==> src/rtl/mac_rr_scheduler.sv <==
// Round-robin scheduler sharing one A*B+C multiply-add unit between N_REQ requesters.
// Results are returned tagged with the requester index over a single valid/ready port.
module mac_rr_scheduler #(
    parameter int N_REQ = 4,
    parameter int WIDTH = 8,
    parameter int ID_W  = 2
) (
    input  logic                   clock,
    input  logic                   reset,
    input  logic [N_REQ-1:0]       req_valid,
    output logic [N_REQ-1:0]       req_ready,
    input  logic [N_REQ*WIDTH-1:0] req_a,
    input  logic [N_REQ*WIDTH-1:0] req_b,
    input  logic [N_REQ*WIDTH-1:0] req_c,
    output logic                   res_valid,
    input  logic                   res_ready,
    output logic [WIDTH-1:0]       res_data,
    output logic [ID_W-1:0]        res_id,
    output logic                   res_ovf,
    output logic                   busy
);

    localparam logic [1:0] IDLE = 2'd0;
    localparam logic [1:0] EXEC = 2'd1;
    localparam logic [1:0] DONE = 2'd2;

    logic [1:0]         state;
    logic [ID_W-1:0]    last_grant;
    logic [ID_W-1:0]    grant;
    logic [ID_W-1:0]    cand;
    logic               found;
    logic [ID_W-1:0]    op_id;
    logic [WIDTH-1:0]   op_a, op_b, op_c;
    logic [WIDTH-1:0]   sel_a, sel_b, sel_c;
    logic [2*WIDTH-1:0] sum;

    // Scan starts one past the last winner so the previous grantee has lowest priority.
    always_comb begin
        found = 1'b0;
        grant = '0;
        cand  = '0;
        for (int unsigned k = 1; k <= N_REQ; k++) begin
            cand = ID_W'((32'(last_grant) + k) % N_REQ);
            if (!found && req_valid[cand]) begin
                found = 1'b1;
                grant = cand;
            end
        end
    end

    always_comb begin
        req_ready = '0;
        if (state == IDLE && found)
            req_ready[grant] = 1'b1;
    end

    always_comb begin
        sel_a = '0;
        sel_b = '0;
        sel_c = '0;
        for (int unsigned i = 0; i < N_REQ; i++) begin
            if (grant == ID_W'(i)) begin
                sel_a = req_a[i*WIDTH +: WIDTH];
                sel_b = req_b[i*WIDTH +: WIDTH];
                sel_c = req_c[i*WIDTH +: WIDTH];
            end
        end
    end

    assign sum  = (2*WIDTH)'(op_a) * (2*WIDTH)'(op_b) + (2*WIDTH)'(op_c);
    assign busy = (state != IDLE);

    always_ff @(posedge clock) begin
        if (reset) begin
            state      <= IDLE;
            last_grant <= ID_W'(N_REQ - 1);
            op_a       <= '0;
            op_b       <= '0;
            op_c       <= '0;
            op_id      <= '0;
            res_valid  <= 1'b0;
            res_data   <= '0;
            res_id     <= '0;
            res_ovf    <= 1'b0;
        end else begin
            case (state)
                IDLE: begin
                    if (found) begin
                        op_a       <= sel_a;
                        op_b       <= sel_b;
                        op_c       <= sel_c;
                        op_id      <= grant;
                        last_grant <= grant;
                        state      <= EXEC;
                    end
                end
                EXEC: begin
                    res_data  <= sum[WIDTH-1:0];
                    res_ovf   <= |sum[2*WIDTH-1:WIDTH];
                    res_id    <= op_id;
                    res_valid <= 1'b1;
                    state     <= DONE;
                end
                DONE: begin
                    if (res_ready) begin
                        res_valid <= 1'b0;
                        state     <= IDLE;
                    end
                end
                default: state <= IDLE;
            endcase
        end
    end

endmodule

==> config.mk <==
export PLATFORM = sky130hd
export DESIGN_NAME = mac_rr_scheduler
export DESIGN_NICKNAME = d
export VERILOG_FILES = /design/src/rtl/mac_rr_scheduler.sv
export SDC_FILE = /design/constraint.sdc
export NUM_CORES = 1
export LEC_CHECK = 0
export CAP_MARGIN = 20
export CORE_MARGIN = 3
export CORE_UTILIZATION = 51
export CTS_BUF_LIST = sky130_fd_sc_hd__clkbuf_2 sky130_fd_sc_hd__clkbuf_4 sky130_fd_sc_hd__clkbuf_8
export DETAILED_ROUTE_END_ITERATION = 10
export GPL_ROUTABILITY_DRIVEN = 0
export GPL_TIMING_DRIVEN = 0
export HOLD_SLACK_MARGIN = 0.06
export PLACE_DENSITY = 0.81
export SYNTH_ARGS = -nofsm -noshare
export SYNTH_HDL_FRONTEND = slang
export SYNTH_SLANG_ARGS = --single-unit
==> constraint.sdc <==
create_clock -name clock -period 5.18 [get_ports clock]
set_clock_uncertainty 0.2 [all_clocks]
set_input_delay 1.036 -clock clock [delete_from_list [all_inputs] [get_ports clock]]
set_output_delay 1.036 -clock clock [all_outputs]
set_load 0.02 [all_outputs]
==> results of run 1 <==
## path summary, 6_finish.rpt
check | cells after the start | from | to | slack, ns
hold / removal | 2 | res_id[0] | res_id[0] | 0.26
setup reg to reg | 15 | op_b[0] | res_ovf | 0.15
hold reg to reg | 2 | res_id[0] | res_id[0] | 0.26
setup / recovery | 15 | op_b[0] | res_ovf | 0.15
## cell usage after synthesis, types with 2 or more instances
library cell and n:
nand3b_1 3, clkbuf_1 29, a2111o_1 2, nand2_1 109
inv_1 65, o21bai_1 2, xnor2_1 3, a21oi_1 43
o21ai_0 6, mux2_2 2, buf_4 2, fa_1 44
a21oi_2 3, a211oi_1 4, mux2_1 23, o32ai_1 3
nor3_1 6, and2_1 23, nand2b_1 10, ha_1 36
dfxtp_1 42, a21o_1 4, mux2i_1 26, nor2_1 15
buf_2 5, o211ai_1 24
## cell families after synthesis
group,after synthesis,synth area share [%]
AO/OA/AOI/OAI,103,14.72
adder cells (fa/ha/maj),80,28.83
XOR/XNOR,3,0.5692
AND/OR/NAND/NOR,176,17.34
flip-flops,42,18.21
buffers and inverters,102,8.590
multiplexers,51,11.73
## flip-flops by register name, summed over array words and instances (netlist names)
name	flops
op_id	2
state	2
op_c	8
last_grant	2
op_b	8
op_a	8
res_data	8
res_valid	1
res_ovf	1
res_id	2
## per-stage QoR
stage / worst slack [ns] / instance area, sq um / cells / power [mW] / setup TNS (ns)
2_1_floorplan: 0.5645 / 4617 / 557 / 0.9503 / 0
3_3_place_gp: 0.2623 / 5933 / 783 / 1.180 / 0
3_5_place_dp: 0.1523 / 5933 / 783 / 1.207 / 0
4_1_cts: 0.1198 / 6046 / 790 / 1.481 / 0
5_1_grt: -0.02623 / 6007 / 778 / 1.591 / -0.02623
6_report: 0.1499 / 6007 / 778 / 1.467 / 0
## area by class of cell
| class | count | area [sq um] |
|---|---|---|
| multi-input cells | 413 | 3385 |
| fillers | 695 | 2756 |
| repair buffers | 118 | 1181 |
| flip-flops and latches | 42 | 842.1 |
| inverters | 66 | 247.7 |
| well taps | 108 | 135.1 |
| plain buffers | 24 | 103.9 |
| clock buffers | 6 | 82.58 |
| clock inverters | 1 | 30.03 |
## where the power goes
part	total, mW	internal [mW]	switching (mW)
registers	0.436	0.370	0.0654
logic	0.762	0.360	0.402
clock network	0.269	0.154	0.115
total	1.47	0.885	0.582
## critical path, delay by kind of cell (launching register included)
| family | cells | cell delay (ns) |
|---|---|---|
| AOI/OAI and AO/OA | 5 | 1.28 |
| adders and majority gates | 5 | 2.25 |
| and+or+nand+nor | 2 | 0.47 |
| buffers and inverters | 3 | 0.42 |
| DFF | 1 | 0.31 |
## repair_timing
action	in CTS	in global routing
setup buffers	0	0
resized for setup	0	2
endpoints found under the setup margin	0	1
## per-layer routing
layer / vias to the layer above / GRT usage [%]
met5: - / 0
met4: 0 / 6.748
li1: 2071 / -
met2: 134 / 43.06
met1: 1959 / 30.40
met3: 17 / 3.719
==> run summary, run 1 <==
Via-per-instance ratio: 5.374
Worst-path fanout max: 9
Starting Density: 52.68%
Syn. warnings: 0
CP required: 5.16 ns
DP HPWL: 10.05 mm
Initial antenna violation count: 0
Met1 wire length: 5.079 mm
FMAX: 198.8 MHz
Largest net degree at the start of global routing: 13
Pwr Density: 244.3 nW/um^2
Maximum vdd drop: 0.1423 mV
Syn_nets: 740
Hold-fix buffers, CTS: 0
Row Count: 34
Remaining Overflow, GRT: 0
CP startpoint kind: flip-flop
Syn Std Cell Area: 4617 sq um
Final Hold Fails: 0
Tmin final: 5.030 ns
DR WL met3: 624 um
Layout area overhead: 30.11%
Most frequent CP cell: fa_1
Num CTS Buffers: 5
Worst slew pin tran: 0.5261 ns
Worst-skew pair later-pin latency: 0.30 ns
Synth Flop Type: dfxtp_1
Layout cells sized above 1: 4.478%
Yosys cell types: 49
First-pass GRT wire length: 19.99 mm
Clk sinks: 42
Slowest CP cell: fa_1
CP Class: reg2reg
Max Slew Vio Count: 0
CTS tree: done
Avg Cell Area, Syn: 8.289 sq um
Vias in the first global route: 4339
Die Area: 10230 sq um
FF+latch count, synth: 42
DRC errors left: 0
Commonest non-fill, non-tap cell in the layout: clkdlybuf4s50_1
Post-Route WL: 11.91 mm
Final core occ: 68.55%
H-tree level count: 2
First DRT Iteration DRCs: 153
Cell count after synthesis: 557
Synth top area cells: fa_1 19%, dfxtp_1 18%, ha_1 9.8%, nand2_1 8.9%, mux2i_1 5.6%
Leak: 2.546 nW
Core ar.: 8763 sq um
Max Cap Violations: 0
Synth area leader: fa_1
Die height: 101.1 um
Crit. End Element: flip-flop
Die width: 101.1 um
Worst slew margin: 64.92%
Slowest Stage Delay on Critical Path: 0.54 ns
Max clock buf depth: 2
Most frequent cells in the layout: 118 x clkdlybuf4s50_1, 109 x nand2_1, 65 x inv_1
Drt first pass iters: 4
Final net count: 853
I/O pins: 120
Crit path cell chain: clkbuf_1 > and2_1 > fa_1 > inv_1 > fa_1 > fa_1 > fa_1 > inv_1 > ha_1 > a21o_1 > a22oi_1 > a211oi_1 > a2111o_1 > nor4_2 > a31oi_1
Met2 WL: 5.993 mm
Min-Delay Path Class: reg2reg
Highest Signal Layer: met4
# diodes: 0
Sequential element share of the synthesized area: 18.21%
Outcome: finished clean
EDFF count, synth: 0
Final setup violation count: 0
Clock transition at the registers of the reported paths: 0.09 ns
Synth top area share: 19.08%
Via count: 4181
Crit path DAT: 5.01 ns
ANT nets after route: 0
Synth async-reset ratio: 0%
Mean routed wirelength per cell: 15.31 um
Port-buffer cells: 118
All-Layer GR Usage: 24.20%
Hold_ws: 0.2583 ns
Root buf cell: clkbuf_8
Fin crit share: 97.11%
No activity file was read; power rests on OpenSTA's default activity.
==> run 2: changes to the inputs <==
--- a/config.mk
+++ b/config.mk
@@ -7,13 +7,14 @@
 export LEC_CHECK = 0
 export CAP_MARGIN = 20
 export CORE_MARGIN = 3
-export CORE_UTILIZATION = 51
+export CORE_UTILIZATION = 55
 export CTS_BUF_LIST = sky130_fd_sc_hd__clkbuf_2 sky130_fd_sc_hd__clkbuf_4 sky130_fd_sc_hd__clkbuf_8
 export DETAILED_ROUTE_END_ITERATION = 10
 export GPL_ROUTABILITY_DRIVEN = 0
 export GPL_TIMING_DRIVEN = 0
 export HOLD_SLACK_MARGIN = 0.06
-export PLACE_DENSITY = 0.81
+export PLACE_DENSITY = 0.87
+export SETUP_SLACK_MARGIN = 0.15
 export SYNTH_ARGS = -nofsm -noshare
 export SYNTH_HDL_FRONTEND = slang
 export SYNTH_SLANG_ARGS = --single-unit
==> constraint.sdc (replaced) <==
create_clock -name clock -period 6.5 [get_ports clock]
set_clock_uncertainty 0.2 [all_clocks]
set_input_delay 1.3 -clock clock [delete_from_list [all_inputs] [get_ports clock]]
set_output_delay 1.3 -clock clock [all_outputs]
set_load 0.02 [all_outputs]
==> run 2 against run 1 <==
First-iteration DRC count is 26% higher. Clock power shrank 20%. Worst setup slack better by 1.2 ns. Clock-buffer cell count down 1. Register-to-register slack better by 1.2 ns. Cell count rose by 0.90%. Design area increased by 0.52%. Sequential power down 27%. Critical path depth shrank 7. Critical endpoint is now req_ready[1]. Highest routed layer unchanged.
==> run summary, run 2 (same netlist as run 1, synthesis figures left out) <==
Outcome: finished clean
Starting Density: 58.24%
Core ar.: 7928 sq um
CTS tree: done
Top Family by Delay on Critical Path: buffers and inverters
Commonest non-fill, non-tap cell in the layout: clkdlybuf4s50_1
Num CTS Buffers: 5
CP required: 5.00 ns
Clock power share: 18.2%
Met2 WL: 6.059 mm
Switching power share of the total: 40.62%
ANT nets after route: 0
First-pass GRT wire length: 20.89 mm
Crit. End Element: primary output
Die width: 97.62 um
Cts repair resizes: 0
Crit path DAT: 3.63 ns
Crit path cell chain: clkdlybuf4s50_1 > nand2b_1 > a21boi_0 > o21ai_1 > buf_2 > inv_2 > nor3_1 > clkdlybuf4s50_1
Leak: 2.560 nW
Psw: 0.4817 mW
Max Cap Violations: 0
Placed cells: 777
Combinational cell fraction of total power: 54.8%
Remaining Overflow, GRT: 0
Min-Delay Path Class: reg2reg
Max clock buf depth: 2
Hold_ws: 0.2612 ns
DR WL met3: 653 um
Maximum vdd drop: 0.1189 mV
Finished Layout Cells: 785
Dpl cell area: 5926 sq um
Post-route design area: 6038 sq um
Layout area overhead: 30.79%
Worst-path fanout max: 10
Tmin final: 5.127 ns
FMAX: 195.0 MHz
Root buf cell: clkbuf_8
Die Area: 9530 sq um
Hold-fix buffers, CTS: 0
Drt first pass iters: 4
Max Slew Vio Count: 0
Highest Signal Layer: met4
DRC errors left: 0
Unrepaired setup endpoints after global routing: no
All-Layer GR Usage: 26.17%
CP Class: in2out
Sequential share of power: 27.0%
Largest net degree at the start of global routing: 15
Most frequent cells in the layout: 118 x clkdlybuf4s50_1, 109 x nand2_1, 65 x inv_1
Via count: 4223
I/O pins: 120
Int Pwr: 0.7043 mW
Post-Route WL: 12.01 mm
Die height: 97.62 um
Mean routed wirelength per cell: 15.29 um
Initial antenna violation count: 0
Slowest Stage Delay on Critical Path: 0.64 ns
H-tree level count: 2
# diodes: 0
Final core occ: 76.17%
Final setup violation count: 0
Pwr Density: 196.4 nW/um^2
Most frequent CP cell: clkdlybuf4s50_1
Worst slew margin: 66.74%
CP startpoint kind: primary input
Port-buffer cells: 118
Layout cells sized above 1: 4.246%
Via-per-instance ratio: 5.380
First DRT Iteration DRCs: 193
Clock transition at the registers of the reported paths: 0.09 ns
DP HPWL: 10.21 mm
Row Count: 32
Fin crit share: 78.88%
Vias in the first global route: 4635
Final net count: 865
Worst Path Buf+Inv: 4
Clk sinks: 42
Final Hold Fails: 0
Worst-skew pair later-pin latency: 0.30 ns
Post-CTS Setup Inserts: 0
Met1 wire length: 5.010 mm
Sum Neg Setup Slack: 0 ns
Worst slew pin tran: 0.4989 ns
Slowest CP cell: clkdlybuf4s50_1
[run 2: tightest hold or removal path: cells and delay by family, from the launching register on]
kind               cells  cell delay [ns]
AOI/OAI and AO/OA      1             0.05
and+or+nand+nor        1             0.05
DFF                    1             0.32
[run 2: power groups by stage]
stage / Combinational [mW] / Sequential, mW / Clock (mW)
3_5_place_dp: 0.645 / 0.325 / 0
6_report: 0.650 / 0.320 / 0.216
2_1_floorplan: 0.428 / 0.329 / 0
4_1_cts: 0.650 / 0.319 / 0.215
5_1_grt: 0.728 / 0.325 / 0.225
3_3_place_gp: 0.615 / 0.322 / 0
[run 2: layer usage]
metal / global-route usage (%) / up-vias
met3: 3.733 / 21
li1: - / 2084
met5: 0 / -
met1: 31.97 / 1964
met2: 47.02 / 154
met4: 8.733 / 0
[run 2: through the flow]
stage	total power [mW]	setup WS, ns
6_report	1.186	1.373
5_1_grt	1.278	1.144
4_1_cts	1.185	1.388
3_5_place_dp	0.9703	1.394
3_3_place_gp	0.9376	1.489
2_1_floorplan	0.7573	1.884
[run 2: path summary, 6_finish.rpt]
check | from | end | slack (ns) | depth (start not counted)
setup reg to reg | op_b[7] | res_ovf | 1.39 | 14
hold reg to reg | res_id[0] | res_id[0] | 0.26 | 2
setup / recovery | req_valid[3] | req_ready[1] | 1.37 | 8
hold / removal | res_id[0] | res_id[0] | 0.26 | 2
[run 2: area by class of cell]
class	instances	area (sq um)
multi-input combinational	413	3379
clock inverter	3	43.79
clock buffer	5	68.82
buffer	36	148.9
fill	543	1889
timing repair buffer	118	1181
inverter	66	247.7
tap	102	127.6
sequential	42	840.8
==> run 3: changes to the inputs <==
--- a/config.mk
+++ b/config.mk
@@ -7,13 +7,13 @@
 export LEC_CHECK = 0
 export CAP_MARGIN = 20
 export CORE_MARGIN = 3
-export CORE_UTILIZATION = 55
+export CORE_UTILIZATION = 46
 export CTS_BUF_LIST = sky130_fd_sc_hd__clkbuf_2 sky130_fd_sc_hd__clkbuf_4 sky130_fd_sc_hd__clkbuf_8
 export DETAILED_ROUTE_END_ITERATION = 10
 export GPL_ROUTABILITY_DRIVEN = 0
 export GPL_TIMING_DRIVEN = 0
 export HOLD_SLACK_MARGIN = 0.06
-export PLACE_DENSITY = 0.87
+export PLACE_DENSITY = 0.77
 export SETUP_SLACK_MARGIN = 0.15
 export SYNTH_ARGS = -nofsm -noshare
 export SYNTH_HDL_FRONTEND = slang
==> constraint.sdc (replaced) <==
create_clock -name clock -period 4.5 [get_ports clock]
set_clock_uncertainty 0.2 [all_clocks]
set_input_delay 0.9 -clock clock [delete_from_list [all_inputs] [get_ports clock]]
set_output_delay 0.9 -clock clock [all_outputs]
set_load 0.02 [all_outputs]
==> run 3 against run 2 <==
The flow now finishes with violations (negative setup slack). Critical path depth grew 7. Sequential power grew 47%. Register-to-register slack lost 1.5 ns. Sequential share of layout area shrank 0.99 points. Clock power grew 44%. First-iteration DRC count grew 23%. Worst setup slack lost 1.5 ns. Utilization shrank 6.5 points. Worst hold slack lost 0.00076 ns. Global-route usage shrank 3.4 points. Total power grew 61%. Critical path type is now reg2reg. Largest cell class unchanged.
==> run summary, run 3 (same netlist as run 1, synthesis figures left out) <==
Reg-to-Reg End: res_ovf
R2r startpoint: op_b[1]
Most frequent CP cell: fa_1
First-pass GRT wire length: 21.00 mm
Final Hold Fails: 0
# diodes: 0
CP Class: reg2reg
Hold_sp: res_id[1]
Slowest Stage Delay on Critical Path: 0.52 ns
Post-Route WL: 12.64 mm
Final WS setup: -0.08473 ns
ANT nets after route: 0
Port-buffer cells: 118
Layout area overhead: 43.31%
Fin crit share: 101.9%
Crit path cell chain: buf_8 > and2_4 > fa_1 > inv_1 > fa_1 > fa_1 > fa_1 > inv_2 > ha_4 > a21o_1 > a22oi_2 > a211oi_2 > a2111o_1 > nor4_2 > a31oi_1
DP HPWL: 10.19 mm
FMAX: 218.1 MHz
WHS Path Cells: 2
Violated checks: negative setup slack
Top Family by Delay on Critical Path: adder cells
Die Area: 11280 sq um
DRC errors left: 0
Drt first pass iters: 4
Vias in the first global route: 4567
Dpl cell area: 6115 sq um
Via-per-instance ratio: 5.193
R2R depth: 15
Largest net degree at the start of global routing: 15
Mean routed wirelength per cell: 15.04 um
I/O pins: 120
R2r setup slk: -0.08 ns
Unrepaired setup endpoints after global routing: yes
Clock transition at the registers of the reported paths: 0.09 ns
Final setup violation count: 1
Clk sinks: 42
Final net count: 893
Die width: 106.2 um
Core ar.: 9503 sq um
Most frequent cells in the layout: 118 x clkdlybuf4s50_1, 107 x nand2_1, 62 x inv_1
All-Layer GR Usage: 22.76%
Hold-fix buffers, CTS: 0
Worst slew pin tran: 0.5655 ns
Min-Delay Endpoint: res_id[1]
Maximum vdd drop: 0.1695 mV
Tmin final: 4.585 ns
CTS tree: done
Num CTS Buffers: 5
Final core occ: 69.62%
Via count: 4362
Min-Delay Path Class: reg2reg
Max clock buf depth: 2
CP startpoint kind: flip-flop
Layout cells sized above 1: 15.47%
Worst-skew pair later-pin latency: 0.30 ns
Row Count: 35
First DRT Iteration DRCs: 237
Remaining Overflow, GRT: 0
Pre-CTS WS: -0.2758 ns
Fill count: 757
Root buf cell: clkbuf_8
Max Slew Vio Count: 0
CP required: 4.49 ns
Outcome: finished, violations left
Post-route design area: 6616 sq um
Worst slew margin: 62.30%
Crit path DAT: 4.57 ns
Commonest non-fill, non-tap cell in the layout: clkdlybuf4s50_1
Pwr Density: 287.7 nW/um^2
Leak: 2.801 nW
Slowest CP cell: fa_1
Worst Path Buf+Inv: 3
Worst-path fanout max: 6
Max Cap Violations: 0
Initial antenna violation count: 0
Die height: 106.2 um
H-tree level count: 2
Total power: 1.904 mW
Starting Density: 48.58%
Crit. End Element: flip-flop
run 3: how the worst max path moves through the flow:
stage	from	end	cells past startpoint
floorplan	op_a[5]	res_ovf	15
global placement	op_b[0]	res_ovf	15
detailed placement	op_b[0]	res_ovf	15
CTS	op_b[1]	res_ovf	15
global route	op_b[1]	res_ovf	15
finish	op_b[1]	res_ovf	15
run 3: metal layers:
metal | part of all wire, % | global-route usage, % | vias to the layer above
li1 | - | - | 2150
met3 | 5.1 | 2.611 | 12
met4 | 1.1 | 4.718 | 0
met2 | 52 | 42.13 | 152
met1 | 42 | 28.35 | 2048
met5 | 0 | 0 | -
run 3: final cells by class:
| cell class | count | area, sq um | share of cell area (%) |
|---|---|---|---|
| buffer | 36 | 284.0 | 4.293 |
| clock buffer | 5 | 68.82 | 1.040 |
| clock inverter | 3 | 43.79 | 0.6619 |
| inverter | 66 | 247.7 | 3.744 |
| multi-input combinational | 413 | 3556 | 53.74 |
| sequential | 42 | 855.8 | 12.93 |
| tap | 129 | 161.4 | 2.439 |
| timing repair buffer | 146 | 1399 | 21.14 |
run 3: what timing repair did:
item / CTS / global route
gates resized for setup: 42 / 14
gates cloned: 0 / 0
pin swaps: 34 / 14
hold endpoints to repair: 0 / 0
endpoints found under the setup margin: 1 / 3
buffers inserted: 25 / 3
run 3: through the flow:
stage	hold WS, ns	setup TNS (ns)	cells
finish	0.2604	-0.08473	840
detailed placement	0.2496	-0.2758	804
CTS	0.2625	-0.03459	837
global placement	0.2381	-0.2190	804
floorplan	0.2321	0	557
global route	0.2811	-0.1702	840
run 3: power by group:
group / leakage [nW] / switching [mW] / internal (mW)
Clock: 0.0585 / 0.143 / 0.166
Combinational: 2.39 / 0.564 / 0.560
Sequential: 0.350 / 0.0406 / 0.429
run 3: worst reg2reg max path, cell delays in order, from the launching register on:
cell and delay (ns):
dfxtp_2 0.34, buf_8 0.12, and2_4 0.16, fa_1 0.49, inv_1 0.06, fa_1 0.47, fa_1 0.51, fa_1 0.52
inv_2 0.05, ha_4 0.23, a21o_1 0.19, a22oi_2 0.26, a211oi_2 0.14, a2111o_1 0.42, nor4_2 0.22, a31oi_1 0.10
